==> config.mk <==
export PLATFORM = sky130hd
export DESIGN_NAME = wbm2axi_lanes
export DESIGN_NICKNAME = d
export VERILOG_FILES = /design/src/rtl/wbm2axi_lanes_pkg.sv /design/src/rtl/wbm2axi_lanes_sfifo.sv /design/src/rtl/wbm2axi_lanes.sv
export SDC_FILE = /design/constraint.sdc
export NUM_CORES = 1
export LEC_CHECK = 0
export ABC_AREA = 1
export BUFFER_PORTS_ARGS = -buffer_cell sky130_fd_sc_hd__buf_4
export CAP_MARGIN = 20
export CORE_AREA = 3 3 194 196
export CTS_CLUSTER_SIZE = 40
export DETAILED_ROUTE_END_ITERATION = 8
export DIE_AREA = 0 0 197 199
export GPL_ROUTABILITY_DRIVEN = 0
export GPL_TIMING_DRIVEN = 0
export SYNTH_ARGS = -nofsm -noshare
export SYNTH_HDL_FRONTEND = slang
export SYNTH_SLANG_ARGS = --single-unit
==> constraint.sdc <==
create_clock -name i_clk -period 2.9 [get_ports i_clk]
set_input_delay 0.58 -clock i_clk [delete_from_list [all_inputs] [get_ports i_clk]]
set_output_delay 0.58 -clock i_clk [all_outputs]
set_load 0.01 [all_outputs]
==> src/rtl/wbm2axi_lanes_pkg.sv <==
// Shared AXI bus encodings and the bridge state type for the Wishbone-to-AXI lane bridge.
package wbm2axi_lanes_pkg;

    localparam logic [1:0] AXI_BURST_INCR   = 2'b01;
    localparam logic [3:0] AXI_CACHE_BUFMOD = 4'b0011;
    localparam logic [1:0] AXI_RESP_OKAY    = 2'b00;
    localparam logic [1:0] AXI_RESP_EXOKAY  = 2'b01;
    localparam logic [1:0] AXI_RESP_SLVERR  = 2'b10;
    localparam logic [1:0] AXI_RESP_DECERR  = 2'b11;

    typedef enum logic [1:0] {
        ST_IDLE  = 2'd0,
        ST_BUSY  = 2'd1,
        ST_FLUSH = 2'd2
    } state_e;

endpackage

==> src/rtl/wbm2axi_lanes_sfifo.sv <==
// Small synchronous show-ahead FIFO; holds the AXI lane of every outstanding read.
module wbm2axi_lanes_sfifo #(
    parameter int DW     = 2,
    parameter int LGFLEN = 5
) (
    input  logic          i_clk,
    input  logic          i_reset_n,
    input  logic          i_push,
    input  logic [DW-1:0] i_data,
    input  logic          i_pop,
    output logic [DW-1:0] o_data
);

    logic [DW-1:0]     mem_q [2**LGFLEN];
    logic [LGFLEN-1:0] wr_q, wr_d;
    logic [LGFLEN-1:0] rd_q, rd_d;

    always_comb begin
        wr_d = wr_q + LGFLEN'(i_push);
        rd_d = rd_q + LGFLEN'(i_pop);
    end

    always_ff @(posedge i_clk) begin
        if (!i_reset_n) begin
            wr_q <= '0;
            rd_q <= '0;
        end else begin
            wr_q <= wr_d;
            rd_q <= rd_d;
        end
    end

    always_ff @(posedge i_clk) begin
        if (i_push)
            mem_q[wr_q] <= i_data;
    end

    assign o_data = mem_q[rd_q];

endmodule

==> src/rtl/wbm2axi_lanes.sv <==
// Pipelined Wishbone master to AXI4 bridge: single-beat transactions, narrow WB words
// placed in the matching AXI byte lane, error returns and abort-on-cycle-drop.
module wbm2axi_lanes
    import wbm2axi_lanes_pkg::*;
#(
    parameter int AXI_DW  = 128,
    parameter int WB_DW   = 32,
    parameter int AXI_AW  = 28,
    parameter int AXI_IDW = 1,
    parameter int LGFIFO  = 5
) (
    input  logic                              i_clk,
    input  logic                              i_reset_n,
    input  logic                              i_wb_cyc,
    input  logic                              i_wb_stb,
    input  logic                              i_wb_we,
    input  logic [AXI_AW-$clog2(WB_DW/8)-1:0] i_wb_addr,
    input  logic [WB_DW-1:0]                  i_wb_data,
    input  logic [WB_DW/8-1:0]                i_wb_sel,
    output logic                              o_wb_stall,
    output logic                              o_wb_ack,
    output logic                              o_wb_err,
    output logic [WB_DW-1:0]                  o_wb_data,
    output logic                              o_axi_awvalid,
    input  logic                              i_axi_awready,
    output logic [AXI_AW-1:0]                 o_axi_awaddr,
    output logic [7:0]                        o_axi_awlen,
    output logic [2:0]                        o_axi_awsize,
    output logic [1:0]                        o_axi_awburst,
    output logic                              o_axi_awlock,
    output logic [3:0]                        o_axi_awcache,
    output logic [2:0]                        o_axi_awprot,
    output logic [3:0]                        o_axi_awqos,
    output logic [AXI_IDW-1:0]                o_axi_awid,
    output logic                              o_axi_wvalid,
    input  logic                              i_axi_wready,
    output logic [AXI_DW-1:0]                 o_axi_wdata,
    output logic [AXI_DW/8-1:0]               o_axi_wstrb,
    output logic                              o_axi_wlast,
    input  logic                              i_axi_bvalid,
    input  logic [1:0]                        i_axi_bresp,
    input  logic [AXI_IDW-1:0]                i_axi_bid,
    output logic                              o_axi_bready,
    output logic                              o_axi_arvalid,
    input  logic                              i_axi_arready,
    output logic [AXI_AW-1:0]                 o_axi_araddr,
    output logic [7:0]                        o_axi_arlen,
    output logic [2:0]                        o_axi_arsize,
    output logic [1:0]                        o_axi_arburst,
    output logic                              o_axi_arlock,
    output logic [3:0]                        o_axi_arcache,
    output logic [2:0]                        o_axi_arprot,
    output logic [3:0]                        o_axi_arqos,
    output logic [AXI_IDW-1:0]                o_axi_arid,
    input  logic                              i_axi_rvalid,
    input  logic [AXI_DW-1:0]                 i_axi_rdata,
    input  logic [1:0]                        i_axi_rresp,
    input  logic                              i_axi_rlast,
    input  logic [AXI_IDW-1:0]                i_axi_rid,
    output logic                              o_axi_rready,
    output state_e                            o_dbg_state
);

    localparam int RATIO = AXI_DW / WB_DW;
    localparam int LGR   = $clog2(RATIO);
    localparam int LANEW = (LGR > 0) ? LGR : 1;
    localparam int WBB   = $clog2(WB_DW / 8);
    localparam int CNTW  = LGFIFO + 1;
    localparam logic [CNTW-1:0]   CNT_FULL  = CNTW'(1) << LGFIFO;
    localparam logic [AXI_AW-1:0] ADDR_MASK = ~((AXI_AW'(1) << $clog2(AXI_DW/8)) - AXI_AW'(1));

    // Handshakes: a valid, once raised, stays high with its payload frozen until the
    // cycle its ready is seen; AW and W retire independently, B and R are always ready.
    logic                awvalid_q, awvalid_d, wvalid_q, wvalid_d, arvalid_q, arvalid_d;
    logic [AXI_AW-1:0]   addr_q, addr_d;
    logic [AXI_DW-1:0]   wdata_q, wdata_d;
    logic [AXI_DW/8-1:0] wstrb_q, wstrb_d, strb_ext;
    logic                ack_q, ack_d, err_q, err_d, dir_q, dir_d;
    logic [WB_DW-1:0]    rdata_q, rdata_d;
    logic [CNTW-1:0]     count_q, count_d;
    state_e              state_q, state_d;
    logic                stall, accept, ret_valid, ret_err, report, flush_go;
    logic                lane_push, lane_pop;
    logic [LANEW-1:0]    wb_lane, ret_lane;
    logic                unused_inputs;

    generate
        if (RATIO > 1) begin : g_lanes
            assign wb_lane = i_wb_addr[LGR-1:0];
            wbm2axi_lanes_sfifo #(.DW(LANEW), .LGFLEN(LGFIFO)) u_lane_fifo (
                .i_clk     (i_clk),
                .i_reset_n (i_reset_n),
                .i_push    (lane_push),
                .i_data    (wb_lane),
                .i_pop     (lane_pop),
                .o_data    (ret_lane)
            );
        end else begin : g_no_lanes
            assign wb_lane  = '0;
            assign ret_lane = '0;
        end
    endgenerate

    always_comb begin
        stall = (awvalid_q && !i_axi_awready) || (wvalid_q && !i_axi_wready)
             || (arvalid_q && !i_axi_arready) || (count_q == CNT_FULL)
             || ((count_q != '0) && (dir_q != i_wb_we)) || (state_q == ST_FLUSH);
        accept    = i_wb_cyc && i_wb_stb && !stall;
        // Returns only count while something is outstanding, so stray beats after reset vanish.
        ret_valid = (count_q != '0) && (dir_q ? i_axi_bvalid : i_axi_rvalid);
        ret_err   = dir_q ? i_axi_bresp[1] : i_axi_rresp[1];
        report    = ret_valid && i_wb_cyc && (state_q != ST_FLUSH);
        lane_push = accept && !i_wb_we;
        lane_pop  = ret_valid && !dir_q;
        strb_ext  = '0;
        strb_ext[WB_DW/8-1:0] = i_wb_sel;

        awvalid_d = awvalid_q && !i_axi_awready;
        wvalid_d  = wvalid_q && !i_axi_wready;
        arvalid_d = arvalid_q && !i_axi_arready;
        addr_d    = addr_q;
        wdata_d   = wdata_q;
        wstrb_d   = wstrb_q;
        dir_d     = dir_q;
        if (accept) begin
            awvalid_d = i_wb_we;
            wvalid_d  = i_wb_we;
            arvalid_d = !i_wb_we;
            addr_d    = (AXI_AW'(i_wb_addr) << WBB) & ADDR_MASK;
            wdata_d   = {RATIO{i_wb_data}};
            wstrb_d   = strb_ext << (wb_lane * (WB_DW / 8));
            dir_d     = i_wb_we;
        end

        count_d = count_q + CNTW'(accept) - CNTW'(ret_valid);
        ack_d   = report && !ret_err;
        err_d   = report && ret_err;
        rdata_d = rdata_q;
        if (lane_pop)
            rdata_d = i_axi_rdata[ret_lane*WB_DW +: WB_DW];

        flush_go = (state_q == ST_FLUSH) || (!i_wb_cyc && (count_q != '0))
                || (ret_valid && ret_err);
        if (count_d == '0)
            state_d = ST_IDLE;
        else if (flush_go)
            state_d = ST_FLUSH;
        else
            state_d = ST_BUSY;
    end

    always_ff @(posedge i_clk) begin
        if (!i_reset_n) begin
            awvalid_q <= 1'b0;
            wvalid_q  <= 1'b0;
            arvalid_q <= 1'b0;
            addr_q    <= '0;
            wdata_q   <= '0;
            wstrb_q   <= '0;
            dir_q     <= 1'b0;
            count_q   <= '0;
            ack_q     <= 1'b0;
            err_q     <= 1'b0;
            rdata_q   <= '0;
            state_q   <= ST_IDLE;
        end else begin
            awvalid_q <= awvalid_d;
            wvalid_q  <= wvalid_d;
            arvalid_q <= arvalid_d;
            addr_q    <= addr_d;
            wdata_q   <= wdata_d;
            wstrb_q   <= wstrb_d;
            dir_q     <= dir_d;
            count_q   <= count_d;
            ack_q     <= ack_d;
            err_q     <= err_d;
            rdata_q   <= rdata_d;
            state_q   <= state_d;
        end
    end

    assign unused_inputs = ^{i_axi_bid, i_axi_rid, i_axi_rlast, i_axi_bresp[0], i_axi_rresp[0]};

    assign o_wb_stall    = stall;
    assign o_wb_ack      = ack_q;
    assign o_wb_err      = err_q;
    assign o_wb_data     = rdata_q;
    assign o_dbg_state   = state_q;

    assign o_axi_awvalid = awvalid_q;
    assign o_axi_awaddr  = addr_q;
    assign o_axi_awlen   = 8'd0;
    assign o_axi_awsize  = 3'($clog2(AXI_DW/8));
    assign o_axi_awburst = AXI_BURST_INCR;
    assign o_axi_awlock  = 1'b0;
    assign o_axi_awcache = AXI_CACHE_BUFMOD;
    assign o_axi_awprot  = 3'd0;
    assign o_axi_awqos   = 4'd0;
    assign o_axi_awid    = '0;
    assign o_axi_wvalid  = wvalid_q;
    assign o_axi_wdata   = wdata_q;
    assign o_axi_wstrb   = wstrb_q;
    assign o_axi_wlast   = 1'b1;
    assign o_axi_bready  = 1'b1;

    assign o_axi_arvalid = arvalid_q;
    assign o_axi_araddr  = addr_q;
    assign o_axi_arlen   = 8'd0;
    assign o_axi_arsize  = 3'($clog2(AXI_DW/8));
    assign o_axi_arburst = AXI_BURST_INCR;
    assign o_axi_arlock  = 1'b0;
    assign o_axi_arcache = AXI_CACHE_BUFMOD;
    assign o_axi_arprot  = 3'd0;
    assign o_axi_arqos   = 4'd0;
    assign o_axi_arid    = '0;
    assign o_axi_rready  = 1'b1;

endmodule

# Word level (Yosys, flattened, before mapping)
# Memories as Yosys holds them, arrays and structs flattened. A register that Yosys moved wholly into a read port is not among the register bits.
# Index checks and enable logic that the tools add are counted.
# word_totals
ff_bits	224
ram_bits	64
memories	1
inputBits	207
output_inout_bits	295
word_cells	68
# mem_list
memory	words	width	read_ports	rd_clocked_by_memory_dff	write_ports	line_no	source
g_lanes.u_lane_fifo.mem_q	32	2	1	1	1	wbm2axi_lanes_sfifo.sv:14	logic [DW-1:0] mem_q [2**LGFLEN];
# classes
eq_ne	4
shift	2
add_sub_neg	4
bitwise	1
n_reduce_logical	33
muxes	9
# op_table
op	n
$shiftx 128x8->32	1
$shl 4x4->16	1
$logic_and 1x1->1	15
$add 5x1->5	2
$logic_not 1->1	8
$logic_or 1x1->1	7
$mux 1	7
$add 6x1->6	1
$eq 6x6->1 const B	1
$logic_not 6->1	1
$reduce_bool 6->1	1
$sub 6x1->6	1
$mux 5	1
$eq 2x2->1 const B	1
$mux 2	1
$ne 2x2->1 const B	1
$reduce_or 2->1	1
$ne 1x1->1	1
$not 1->1	1

# Depth between registers and ports, before layout
# Gate-level depths: netlist (run 1).
# depth
word_depth	13
mapped_depth	18

# By module
# Synthesis (run 1) repeated with hierarchy kept, for this count alone.
# hier_totals
cells_unflattened	1489
hier_area_um2	10800.4
# modules_own_cells
module	instances	area_per_inst_um2	cells_per_inst	seq_area_each_um2
wbm2axi_lanes	1	7479.7	1145	2362.3
wbm2axi_lanes_sfifo	1	3320.7	344	2122.0

# Least setup slack after synthesis (run 1)
# OpenSTA, ideal clock, no wires.
# synth_timing
path_type	input -> register
startpoint	in i_axi_wready
endpoint	reg state_q[1], in the netlist o_dbg_state[1]
required_ns	2.788
arrival_ns	2.830
slack_ns	-0.042
cell_stages	16
cell_sequence	inv_1 -> nand2_1 -> nand4_1 -> a31oi_1 -> nand4_1 -> clkbuf_1 -> ha_1 -> inv_1 -> ha_1 -> fa_1 -> a21oi_1 -> o21ai_0 -> xnor2_1 -> nand3_1 -> nand2_1 -> nor2_1
# synth_between
elab_chain_cells	13
# synth_lines
item	line_no	source
start, declared	wbm2axi_lanes.sv:36	input logic i_axi_wready,
$logic_not 1->1	wbm2axi_lanes.sv:105	stall = (awvalid_q && !i_axi_awready) || (wvalid_q && !i_axi_wready)
$logic_and 1x1->1	wbm2axi_lanes.sv:105	
$logic_or 1x1->1	wbm2axi_lanes.sv:105	
$logic_or 1x1->1 (2 in a row)	wbm2axi_lanes.sv:106	|| (arvalid_q && !i_axi_arready) || (count_q == CNT_FULL)
$logic_or 1x1->1 (2 in a row)	wbm2axi_lanes.sv:107	|| ((count_q != '0) && (dir_q != i_wb_we)) || (state_q == ST_FLUSH);
$logic_not 1->1	wbm2axi_lanes.sv:108	accept = i_wb_cyc && i_wb_stb && !stall;
$logic_and 1x1->1	wbm2axi_lanes.sv:108	
$add 6x1->6	wbm2axi_lanes.sv:135	count_d = count_q + CNTW'(accept) - CNTW'(ret_valid);
$sub 6x1->6	wbm2axi_lanes.sv:135	
$logic_not 6->1	wbm2axi_lanes.sv:144	if (count_d == '0)
$reduce_or 2->1 (no line)	-	
end signal, assigned	wbm2axi_lanes.sv:178	state_q <= state_d;
end, declared	wbm2axi_lanes.sv:81	state_e state_q, state_d;
# Every way passes these cells.
# A chain may end at the register's enable or synchronous reset.

# Final worst setup path (run 1)
# layout_timing
startpoint	reg state_q[1], in the netlist o_dbg_state[1]
endpoint	reg state_q[1], in the netlist o_dbg_state[1]
# layout_between
elab_chain_cells	8
elab_cells_between_ends	11
# layout_lines
item	line_no
$eq 2x2->1 (*)	wbm2axi_lanes.sv:107, wbm2axi_lanes.sv:142
$logic_or 1x1->1	wbm2axi_lanes.sv:107
$logic_not 1->1	wbm2axi_lanes.sv:108
$logic_and 1x1->1	wbm2axi_lanes.sv:108
$add 6x1->6	wbm2axi_lanes.sv:135
$sub 6x1->6	wbm2axi_lanes.sv:135
$logic_not 6->1	wbm2axi_lanes.sv:144
$reduce_or 2->1 (no line)	-
# Mark *: on every way between the ends. The rest lies on a longest branch, timed or not.

==> summary.txt, run 1 <==
global routing's busiest layer: met2
Core Area: 0.0363 mm^2
Synth Register Bits: 192
most frequent cell after synthesis: nor2_1
Design Power: 12.1 mW
final worst slack: 0.0638 ns
CTS sink cnt: 192
vias in the first global route: 10100
# diodes: 0
clk_lat worst skew: 0.44 ns
final core occ: 0.431
worst hold slack: 0.353 ns
Sw Pwr: 4.95 mW
Nets: 2191
fill cell count: 3727
max_cap viols: 0
largest vdd supply drop: 0.429 mV
drc violations: 0
num ports: 502
Final period util: 0.978
CTS Root Cell: clkbuf_16
PD cells: 777 mW/mm^2
Worst path slowest cell: fa_2
CP required: 3.25 ns
met3 Resource Use GR: 0.0589
TritonCTS Buffers: 17
Seq pwr share: 0.296
sequential share of the synthesized area: 0.416
grt ovf: 0
ys async rst share: 0
row count: 70
Fmax: 353 MHz
largest net degree at the start of global routing: 34
Post-synth top flop: dfxtp_1
crit-path max cell delay: 0.39 ns
HP Class: primary input to flip-flop
Cell Area, Synth: 0.0108 mm^2
Worst Setup End Kind: flip-flop
Warnings, synthesis: 0
Clk pwr share: 0.202
Syn Area/Cell: 7.42 um^2
Worst Max-Slew Pin Slew: 0.762 ns
Synth area leaders: dfxtp_1, edfxtp_1, buf_4
Final setup viols: 0
Global Route Usage Sum: 0.195
pre-CTS WS: -0.707 ns
die area: 0.0392 mm^2
Synth top area share: 0.238
layout cells sized above 1: 0.371
final wirelength: 40700 um
clk_skew: 0.0181 ns
Max Slew Vio Count: 0
Crit. Startpoint: o_dbg_state[1]$_SDFF_PP0_
HP Start: i_wb_addr[10]
RSZ-0062 raised after global routing: true
CP Cell Sequence: inv_2 > nor2_2 > inv_1 > nand4_1 > a31oi_4 > nand4_1 > clkbuf_8 > ha_4 > inv_2 > ha_4 > fa_2 > xor2_2 > nor4_2 > nand3_1 > nand2_1 > nor2_1
final instance area: 0.0156 mm^2
via count of the routed design: 10700
Die Height: 199 um
met1 usage: 0.226
Leak: 8.26 nW
initial core utilization: 0.297
Worst setup SP type: flip-flop
TritonRoute pass-1 iters: 5
post-synth cell types: 38
die width: 197 um
final hold violations: 0
CP top delay family: simple AND/OR/NAND/NOR gates
Initial DRC Count: 517
result of the run: finished, final reports clean
clock tree buffer depth: 2
post-placement cell area: 0.0149 mm^2
Setup CP Type: flip-flop to flip-flop
max_slew headroom: 0.490
initial antenna violation count: 2
DRT antenna net count: 0
met2 Use GR: 0.351
largest area contributor in the netlist: dfxtp_1
min Tclk post-route: 2.84 ns
Gate power share: 0.502
Syn Inst Count: 1452
htree depth: 4
vias per std cell: 4.36
synth cell count leaders: nor2_1, buf_4, nand2_1
number of synthesized flops with an enable pin: 64
Max FO, Critical Path: 2
WP buf/inv: 4
Synth-to-Final Area Change: 44.9%
IO buf count: 433
R2R Path Start: o_dbg_state[1]$_SDFF_PP0_
CTS tree: built
switching part of the total power: 0.408
wire per inst: 16.6 um
CP arrival: 3.18 ns
Pint: 7.19 mW
Clock Pin Slew Worst Setup and Hold Paths: 0.09 ns
first-pass GRT wire length: 58200 um
HPWL Detailed: 32000 um
[power by group through the flow]
stage | clock network, mW | logic, mW | registers, mW
CTS | 2.51 | 5.93 | 3.59
floorplan | 0 | 3.38 | 3.69
finish | 2.45 | 6.09 | 3.60
global placement | 0 | 5.82 | 3.63
global route | 2.63 | 6.73 | 3.65
detailed placement | 0 | 5.86 | 3.65
[worst paths after layout]
kind | slack (ns) | depth (start not counted) | endpoint
max | 0.06 | 16 | o_dbg_state[1]$_SDFF_PP0_
min | 0.35 | 3 | o_axi_araddr[12]$_SDFFE_PN0P_
max reg2reg | 0.06 | 16 | o_dbg_state[1]$_SDFF_PP0_
min reg2reg | 0.50 | 2 | o_axi_wstrb[2]$_SDFFE_PN0P_
[what timing repair did]
item / in CTS / in global routing
gates cloned: 0 / 0
resized for setup: 1 / 27
setup buffers: 5 / 1
endpoints found under the setup margin: 8 / 37
hold buffers: 0 / 0
pin swaps: 2 / 11
[layout make-up]
type,count,area (um^2),share of cell area
Buffer,256,1790,0.115
Clock inverter,15,184,0.0118
Tap cell,468,586,0.0375
Inverter,188,712,0.0456
Sequential cell,192,4490,0.287
Clock buffer,17,425,0.0272
Timing Repair Buffer,439,3300,0.211
Multi-Input combinational cell,876,4140,0.265
[registers in the layout, summed over array words and instances, names as in the netlist]
| signal | cells |
|---|---|
| dir_q | 1 |
| o_axi_wdata | 32 |
| g_lanes.u_lane_fifo.rd_q | 5 |
| o_axi_wstrb | 16 |
| count_q | 6 |
| o_axi_wvalid | 1 |
| o_axi_araddr | 24 |
| o_axi_arvalid | 1 |
| g_lanes.u_lane_fifo.wr_q | 5 |
| g_lanes.u_lane_fifo.mem_q | 64 |
| o_wb_ack | 1 |
| o_wb_data | 32 |
| o_axi_awvalid | 1 |
| o_wb_err | 1 |
| o_dbg_state | 2 |
[layout by cell type, fill, tap and decap left out, types with 2 or more instances in the layout]
cell        synthesis  layout
inv_1             182     178
a211oi_1           17      17
clkbuf_16           0      17
a21oi_1            13      12
clkinv_8            0       3
o21ai_2             0       2
buf_1               2       2
ha_1               13      10
conb_1              2      63
edfxtp_1           64      64
ha_4                0       3
dfxtp_2             0       4
buf_2              19      19
nand2_2             3       3
clkinvlp_4          0       2
nand4_1             2       2
clkinv_1            1       2
inv_6               0       2
inv_8               0       6
nor2_1            248     246
clkbuf_1           28      25
nand3_1           200     197
nor2_2              3       5
o21ai_0            60      59
buf_4             204     643
dfxtp_1           128     124
nand2_1           204     204
nand3b_1           32      32
nand3_2             0       3
inv_2               4       7
xnor2_1             3       2
buf_6               4       4
[metal layers]
metal / part of all wire / vias to the layer above
met5: 0.00066 / -
met4: 0.019 / 4
met3: 0.089 / 43
met2: 0.51 / 428
met1: 0.38 / 4857
li1: - / 5353
[logic make-up after synthesis]
kind of cell             after synthesis  share of synthesized area
AO/OA/AOI/OAI                         96                     0.0494
XOR/XNOR                               4                    0.00325
adder cells (fa/ha/maj)               14                     0.0169
buffers and inverters                445                      0.231
flip-flops                           192                      0.416
multiplexers                           1                   0.000929
other                                  2                   0.000697
AND/OR/NAND/NOR                      698                      0.282
[stage by stage]
stage,setup TNS [ns],std cells
6_report,0,2451
4_1_cts,0,2450
2_1_floorplan,0,1513
3_3_place_gp,-7.23,2414
5_1_grt,-0.140,2451
3_5_place_dp,-9.26,2414
[worst register-to-register path, stage by stage (launching register included)]
cell      delay, ns
dfxtp_2        0.33
inv_2          0.04
nor2_2         0.03
inv_1          0.06
nand4_1        0.15
a31oi_4        0.20
nand4_1        0.17
clkbuf_8       0.19
ha_4           0.25
inv_2          0.03
ha_4           0.15
fa_2           0.39
xor2_2         0.17
nor4_2         0.30
nand3_1        0.12
nand2_1        0.09
nor2_1         0.05
Power figures use the tool's default switching activity.
==> run 2, diff against run 1 <==
--- a/config.mk
+++ b/config.mk
@@ -13,7 +13,6 @@
 export DETAILED_ROUTE_END_ITERATION = 8
 export DIE_AREA = 0 0 197 199
 export GPL_ROUTABILITY_DRIVEN = 0
-export GPL_TIMING_DRIVEN = 0
 export SYNTH_ARGS = -nofsm -noshare
 export SYNTH_HDL_FRONTEND = slang
 export SYNTH_SLANG_ARGS = --single-unit
==> run 2 against run 1 <==
  * Via count is 8.2% lower
  * Clock power up 4%
  * Clock-buffer cell count rose by 1
  * Maximum frequency grew 5.8%
  * Flip-flop and latch count stayed put
  * Cell count fell by 9.9%
  * Global-route usage decreased by 2.8 points
  * Power shrank 7.3%
  * Sequential share of layout area is 3.5 points higher
  * Highest routed layer is now met4
==> summary.txt, run 2 (synthesis results as in run 1) <==
result of the run: finished, final reports clean (unchanged)
die area: 0.0392 mm^2 (unchanged)
vias in the first global route: 9024 (was 10100)
leading cell types in the layout, fill and taps excluded: buf_4, nor2_1, nand2_1 (unchanged)
CTS tree: built (unchanged)
Biggest register: g_lanes.u_lane_fifo.mem_q (unchanged)
Synth-to-Final Area Change: 29.2% (was 44.9%)
CTS sink cnt: 192 (unchanged)
Clock Pin Slew Worst Setup and Hold Paths: 0.08 ns (was 0.09 ns)
min Tclk post-route: 2.68 ns (was 2.84 ns)
final wirelength: 35200 um (was 40700 um)
htree depth: 4 (unchanged)
Worst Setup End Kind: flip-flop (unchanged)
CP arrival: 3.02 ns (was 3.18 ns)
TritonCTS Buffers: 17 (unchanged)
Core Area: 0.0363 mm^2 (unchanged)
Max Slew Vio Count: 0 (unchanged)
IO buf count: 433 (unchanged)
via count of the routed design: 9813 (was 10700)
switching part of the total power: 0.400 (was 0.408)
num ports: 502 (unchanged)
Worst setup SP type: flip-flop (unchanged)
Worst Max-Slew Pin Slew: 0.885 ns (was 0.762 ns)
post-placement cell area: 0.0133 mm^2 (was 0.0149 mm^2)
final instance area: 0.0139 mm^2 (was 0.0156 mm^2)
Clk pwr share: 0.226 (was 0.202)
max_cap viols: 0 (unchanged)
final worst slack: 0.219 ns (was 0.0638 ns)
vias per std cell: 4.44 (was 4.36)
Seq pwr share: 0.318 (was 0.296)
commonest non-fill, non-tap cell in the layout: buf_4 (unchanged)
Nets: 1950 (was 2191)
PD cells: 808 mW/mm^2 (was 777 mW/mm^2)
final hold violations: 0 (unchanged)
max_slew headroom: 0.408 (was 0.490)
DRT antenna net count: 0 (unchanged)
final core occ: 0.384 (was 0.431)
first-pass GRT wire length: 50600 um (was 58200 um)
Sw Pwr: 4.51 mW (was 4.95 mW)
Fmax: 373 MHz (was 353 MHz)
largest vdd supply drop: 0.484 mV (was 0.429 mV)
Design Power: 11.3 mW (was 12.1 mW)
Die Height: 199 um (unchanged)
# diodes: 0 (unchanged)
pre-CTS WS: -0.157 ns (was -0.707 ns)
die width: 197 um (unchanged)
HP Class: primary input to flip-flop (unchanged)
TritonRoute pass-1 iters: 7 (was 5)
Final setup viols: 0 (unchanged)
Initial DRC Count: 540 (was 517)
initial antenna violation count: 0 (was 2)
Cells on Worst Hold Path: 3 (unchanged)
clk_skew: 0.0108 ns (was 0.0181 ns)
worst r2r path cells: 14 (was 16)
Max FO, Critical Path: 3 (was 2)
largest net degree at the start of global routing: 71 (was 34)
worst hold slack: 0.351 ns (was 0.353 ns)
Largest register FFs: 64 (unchanged)
drc violations: 0 (unchanged)
Pint: 6.76 mW (was 7.19 mW)
Final period util: 0.924 (was 0.978)
Leak: 7.15 nW (was 8.26 nW)
Gate power share: 0.456 (was 0.502)
initial core utilization: 0.297 (unchanged)
Setup CP Type: flip-flop to flip-flop (unchanged)
grt ovf: 0 (unchanged)
row count: 70 (unchanged)
CP required: 3.24 ns (was 3.25 ns)
CTS Root Cell: clkbuf_16 (unchanged)
Global Route Usage Sum: 0.167 (was 0.195)
Setup Buffers After CTS: 0 (was 5)
HPWL Detailed: 26600 um (was 32000 um)
clk_lat worst skew: 0.44 ns (about the same)
wire per inst: 15.9 um (was 16.6 um)
clock tree buffer depth: 2 (unchanged)
layout cells sized above 1: 0.291 (was 0.371)
==> run 2: through the flow <==
stage / TNS [ns] / cells
final: 0 / 2209
after global routing: -0.0549 / 2209
after global placement: -0.176 / 2178
after detailed placement: -0.428 / 2178
after CTS: 0 / 2209
after floorplan: 0 / 1513
==> run 2: area by class of cell <==
type,instances,area [um^2]
Multi-Input combinational cell,876,4070
Clock buffer,18,433
Clock inverter,13,189
Tap cell,468,586
Inverter,188,708
Fill cell,3751,22300
Timing Repair Buffer,454,3460
Sequential cell,192,4480
==> run 2: worst paths after layout <==
check	startpoint	endpoint	slack (ns)
setup reg to reg	count_q[1]$_SDFF_PN0_	o_dbg_state[0]$_SDFF_PP0_	0.22
setup / recovery	count_q[1]$_SDFF_PN0_	o_dbg_state[0]$_SDFF_PP0_	0.22
hold / removal	i_wb_data[10]	o_axi_wdata[106]$_SDFFE_PN0P_	0.35
hold reg to reg	o_axi_wstrb[6]$_SDFFE_PN0P_	o_axi_wstrb[6]$_SDFFE_PN0P_	0.49
==> run 2: layer usage <==
| metal | track usage | wire length [um] | share of wire | vias to the layer above |
|---|---|---|---|---|
| li1 | - | - | - | 4869 |
| met1 | 0.202 | 14000 | 0.40 | 4517 |
| met2 | 0.295 | 17900 | 0.51 | 398 |
| met3 | 0.0473 | 2820 | 0.080 | 29 |
| met4 | 0.0378 | 490 | 0.014 | 0 |
| met5 | 0 | 0 | 0 | - |
==> run 2: worst max-delay path, cell delays in order, from the launching register on <==
cell	delay (ns)
dfxtp_1	0.33
nor2_1	0.24
nand3_2	0.16
o21ai_2	0.09
nand4_1	0.13
ha_1	0.30
inv_1	0.04
ha_1	0.20
fa_2	0.37
a21oi_2	0.17
o21ai_1	0.09
xnor2_1	0.21
nand3_1	0.10
nand2_1	0.09
nor2_1	0.05
==> run 2: timing repair <==
item / in CTS / in global routing
endpoints found under the setup margin: 0 / 3
resized for setup: 0 / 7
endpoints found under the hold margin: 0 / 0
hold buffers: 0 / 0
==> run 2: power by group through the flow <==
stage	registers (mW)	clock network (mW)	logic [mW]
finish	3.58	2.54	5.14
floorplan	3.69	0	3.38
detailed placement	3.64	0	5.12
global placement	3.63	0	5.06
CTS	3.59	2.61	5.15
global route	3.64	2.72	5.68
==> run 3, diff against run 2 <==
--- a/config.mk
+++ b/config.mk
@@ -6,12 +6,13 @@
 export NUM_CORES = 1
 export LEC_CHECK = 0
 export ABC_AREA = 1
+export ABC_CLOCK_PERIOD_IN_PS = 2500
 export BUFFER_PORTS_ARGS = -buffer_cell sky130_fd_sc_hd__buf_4
 export CAP_MARGIN = 20
-export CORE_AREA = 3 3 194 196
+export CORE_AREA = 3 3 195 197
 export CTS_CLUSTER_SIZE = 40
 export DETAILED_ROUTE_END_ITERATION = 8
-export DIE_AREA = 0 0 197 199
+export DIE_AREA = 0 0 198 200
 export GPL_ROUTABILITY_DRIVEN = 0
 export SYNTH_ARGS = -nofsm -noshare
 export SYNTH_HDL_FRONTEND = slang
==> constraint.sdc (replaced) <==
create_clock -name i_clk -period 2.5 [get_ports i_clk]
set_input_delay 0.5 -clock i_clk [delete_from_list [all_inputs] [get_ports i_clk]]
set_output_delay 0.5 -clock i_clk [all_outputs]
set_load 0.01 [all_outputs]
==> run 3 against run 2 <==
  * The run now ends with setup timing left
  * Sequential power up 17%
  * First-iteration DRC count down 0.74%
  * Die area up 1.0%
  * Clock power up 9.1%
  * Cell count up 1.5%
  * Via count up 1.1%
  * Worst hold slack worse by 0.079 ns
  * Combinational power up 26%
  * Largest cell class unchanged
  * Highest routed layer unchanged
==> summary.txt, run 3 (synthesis results as in run 1) <==
result of the run: finished, violations left (was finished, final reports clean)
failing checks: setup timing
commonest non-fill, non-tap cell in the layout: buf_4 (unchanged)
Biggest register: g_lanes.u_lane_fifo.mem_q (unchanged)
layout cells sized above 1: 0.323 (was 0.291)
# diodes: 0 (unchanged)
DR top layer: met4 (unchanged)
initial core utilization: 0.296 (was 0.297)
pre-CTS WS: -0.419 ns (was -0.157 ns)
Worst path most repeated cell: ha_4
Routed met2 length: 17800 um (was 17900 um)
Die Height: 200 um (was 199 um)
final hold violations: 0 (unchanged)
final worst slack: -0.119 ns (was 0.219 ns)
Max Slew Vio Count: 0 (unchanged)
HPWL Detailed: 26100 um (was 26600 um)
clk_lat worst skew: 0.44 ns (about the same)
Core Area: 0.0364 mm^2 (was 0.0363 mm^2)
CP arrival: 2.96 ns (was 3.02 ns)
Final setup viols: 3 (was 0)
PD cells: 935 mW/mm^2 (was 808 mW/mm^2)
Multi-input gate area: 0.00419 mm^2 (was 0.00407 mm^2)
Worst setup SP type: flip-flop (unchanged)
initial antenna violation count: 0 (unchanged)
WP buf/inv: 2 (was 1)
CP Cell Sequence: inv_1 > ha_4 > a31oi_2 > nand4_1 > ha_4 > inv_2 > ha_4 > fa_2 > a21oi_2 > o21ai_1 > xnor2_1 > nand3_1 > nand2_1 > nor2_1 (was nor2_1 > nand3_2 > o21ai_2 > nand4_1 > ha_1 > inv_1 > ha_1 > fa_2 > a21oi_2 > o21ai_1 > xnor2_1 > nand3_1 > nand2_1 > nor2_1)
Global Route Usage Sum: 0.164 (was 0.167)
CTS Root Cell: clkbuf_16 (unchanged)
Clock Pin Slew Worst Setup and Hold Paths: 0.08 ns (about the same)
min Tclk post-route: 2.62 ns (was 2.68 ns)
Max FO, Critical Path: 2 (was 3)
Clk pwr share: 0.207 (was 0.226)
final instance area: 0.0143 mm^2 (was 0.0139 mm^2)
Metal-1 WL: 14100 um (was 14000 um)
CTS sink cnt: 192 (unchanged)
FF+latch area: 0.00449 mm^2 (was 0.00448 mm^2)
vias per std cell: 4.42 (was 4.44)
clock tree buffer depth: 2 (unchanged)
Sw Pwr: 5.39 mW (was 4.51 mW)
largest net degree at the start of global routing: 78 (was 71)
final core occ: 0.394 (was 0.384)
IO buf count: 433 (unchanged)
row count: 70 (unchanged)
TritonRoute pass-1 iters: 5 (was 7)
die width: 198 um (was 197 um)
leading cell types in the layout, fill and taps excluded: buf_4, nor2_1, nand2_1 (unchanged)
Initial DRC Count: 536 (was 540)
Fmax: 382 MHz (was 373 MHz)
max_slew headroom: 0.648 (was 0.408)
wire per inst: 15.5 um (was 15.9 um)
drc violations: 0 (unchanged)
TritonCTS Buffers: 17 (unchanged)
final std cells w/o fill: 2242 (was 2209)
largest vdd supply drop: 0.470 mV (was 0.484 mV)
Nets: 1982 (was 1950)
CTS Hold Bufs: 0 (unchanged)
Synth-to-Final Area Change: 33.1% (was 29.2%)
clk_skew: 0.0115 ns (was 0.0108 ns)
CP required: 2.84 ns (was 3.24 ns)
DRT antenna net count: 0 (unchanged)
final wirelength: 34800 um (was 35200 um)
Setup CP Type: flip-flop to flip-flop (unchanged)
Design Power: 13.4 mW (was 11.3 mW)
Leak: 7.31 nW (was 7.15 nW)
num ports: 502 (unchanged)
Final period util: 1.05 (was 0.924)
htree depth: 4 (unchanged)
die area: 0.0396 mm^2 (was 0.0392 mm^2)
post-placement cell area: 0.0136 mm^2 (was 0.0133 mm^2)
switching part of the total power: 0.402 (was 0.400)
Worst Setup End Kind: flip-flop (unchanged)
CTS tree: built (unchanged)
wire length on met3: 2410 um (was 2820 um)
first-pass GRT wire length: 50300 um (was 50600 um)
Largest register FFs: 64 (unchanged)
crit-path max cell delay: 0.36 ns (was 0.37 ns)
Pint: 8.03 mW (was 6.76 mW)
worst hold slack: 0.272 ns (was 0.351 ns)
setup TNS: -0.308 ns (was 0 ns)
max_cap viols: 0 (unchanged)
vias in the first global route: 9041 (was 9024)
placed cells: 2203 (was 2178)
Seq pwr share: 0.312 (was 0.318)
RSZ-0062 raised after global routing: true
HP Class: primary input to flip-flop (unchanged)
Worst Max-Slew Pin Slew: 0.528 ns (was 0.885 ns)
CP top delay family: adder cells (unchanged)
fill cell count: 3695 (was 3751)
Gate power share: 0.482 (was 0.456)
via count of the routed design: 9918 (was 9813)
Worst path slowest cell: fa_2 (unchanged)
grt ovf: 0 (unchanged)
-- run 3: changes by cell type in the layout (fill, tap and decap cells not counted), moves of 4 or more --
cell     change
nor2_1      -10
dfxtp_1      -4
nor2_2       +7
buf_4       +25
dfxtp_2      +4
inv_1        -9
inv_2        +8
buf_12       +6
-- run 3: area by class of cell --
| cell class | count | area share |
|---|---|---|
| multi-input cells | 876 | 0.292 |
| clock buffers | 17 | 0.0297 |
| inverters | 188 | 0.0499 |
| flip-flops and latches | 192 | 0.313 |
| well taps | 468 | 0.0408 |
| repair buffers | 486 | 0.263 |
| clock inverters | 15 | 0.0116 |
-- run 3: worst register-to-register path: cells and delay by family (launching register included) --
family	cells	cell delay (ns)
adders and majority gates	4	1.01
AOI/OAI and AO/OA	3	0.42
and+or+nand+nor	4	0.42
DFF	1	0.34
xor gates and xnor gates	1	0.20
buffers and inverters	2	0.12
-- run 3: layer usage --
metal	track usage	vias to the layer above
li1	-	4944
met1	0.198	4525
met2	0.292	415
met3	0.0426	34
met4	0.0412	0
met5	0	-
-- run 3: final timing paths --
kind / startpoint / to / slack, ns / cells past startpoint
max: count_q[3]$_SDFF_PN0_ / o_dbg_state[0]$_SDFF_PP0_ / -0.12 / 14
min: i_wb_addr[12] / o_axi_araddr[14]$_SDFFE_PN0P_ / 0.27 / 3
max reg2reg: count_q[3]$_SDFF_PN0_ / o_dbg_state[0]$_SDFF_PP0_ / -0.12 / 14
min reg2reg: o_axi_wstrb[12]$_SDFFE_PN0P_ / o_axi_wstrb[12]$_SDFFE_PN0P_ / 0.49 / 2
-- run 3: what timing repair did --
action	4_1_cts	5_1_grt
pin swaps	12	5
gates resized for setup	18	22
endpoints found under the setup margin	42	68
gates cloned	0	0
setup buffers	5	4
-- run 3: power by group through the flow --
stage               Combinational [mW]  Clock [mW]  Sequential [mW]
floorplan                         3.97           0             4.28
global placement                  6.16           0             4.23
detailed placement                6.22           0             4.25
CTS                               6.38        2.86             4.19
global route                      7.16        2.99             4.25
finish                            6.46        2.77             4.18
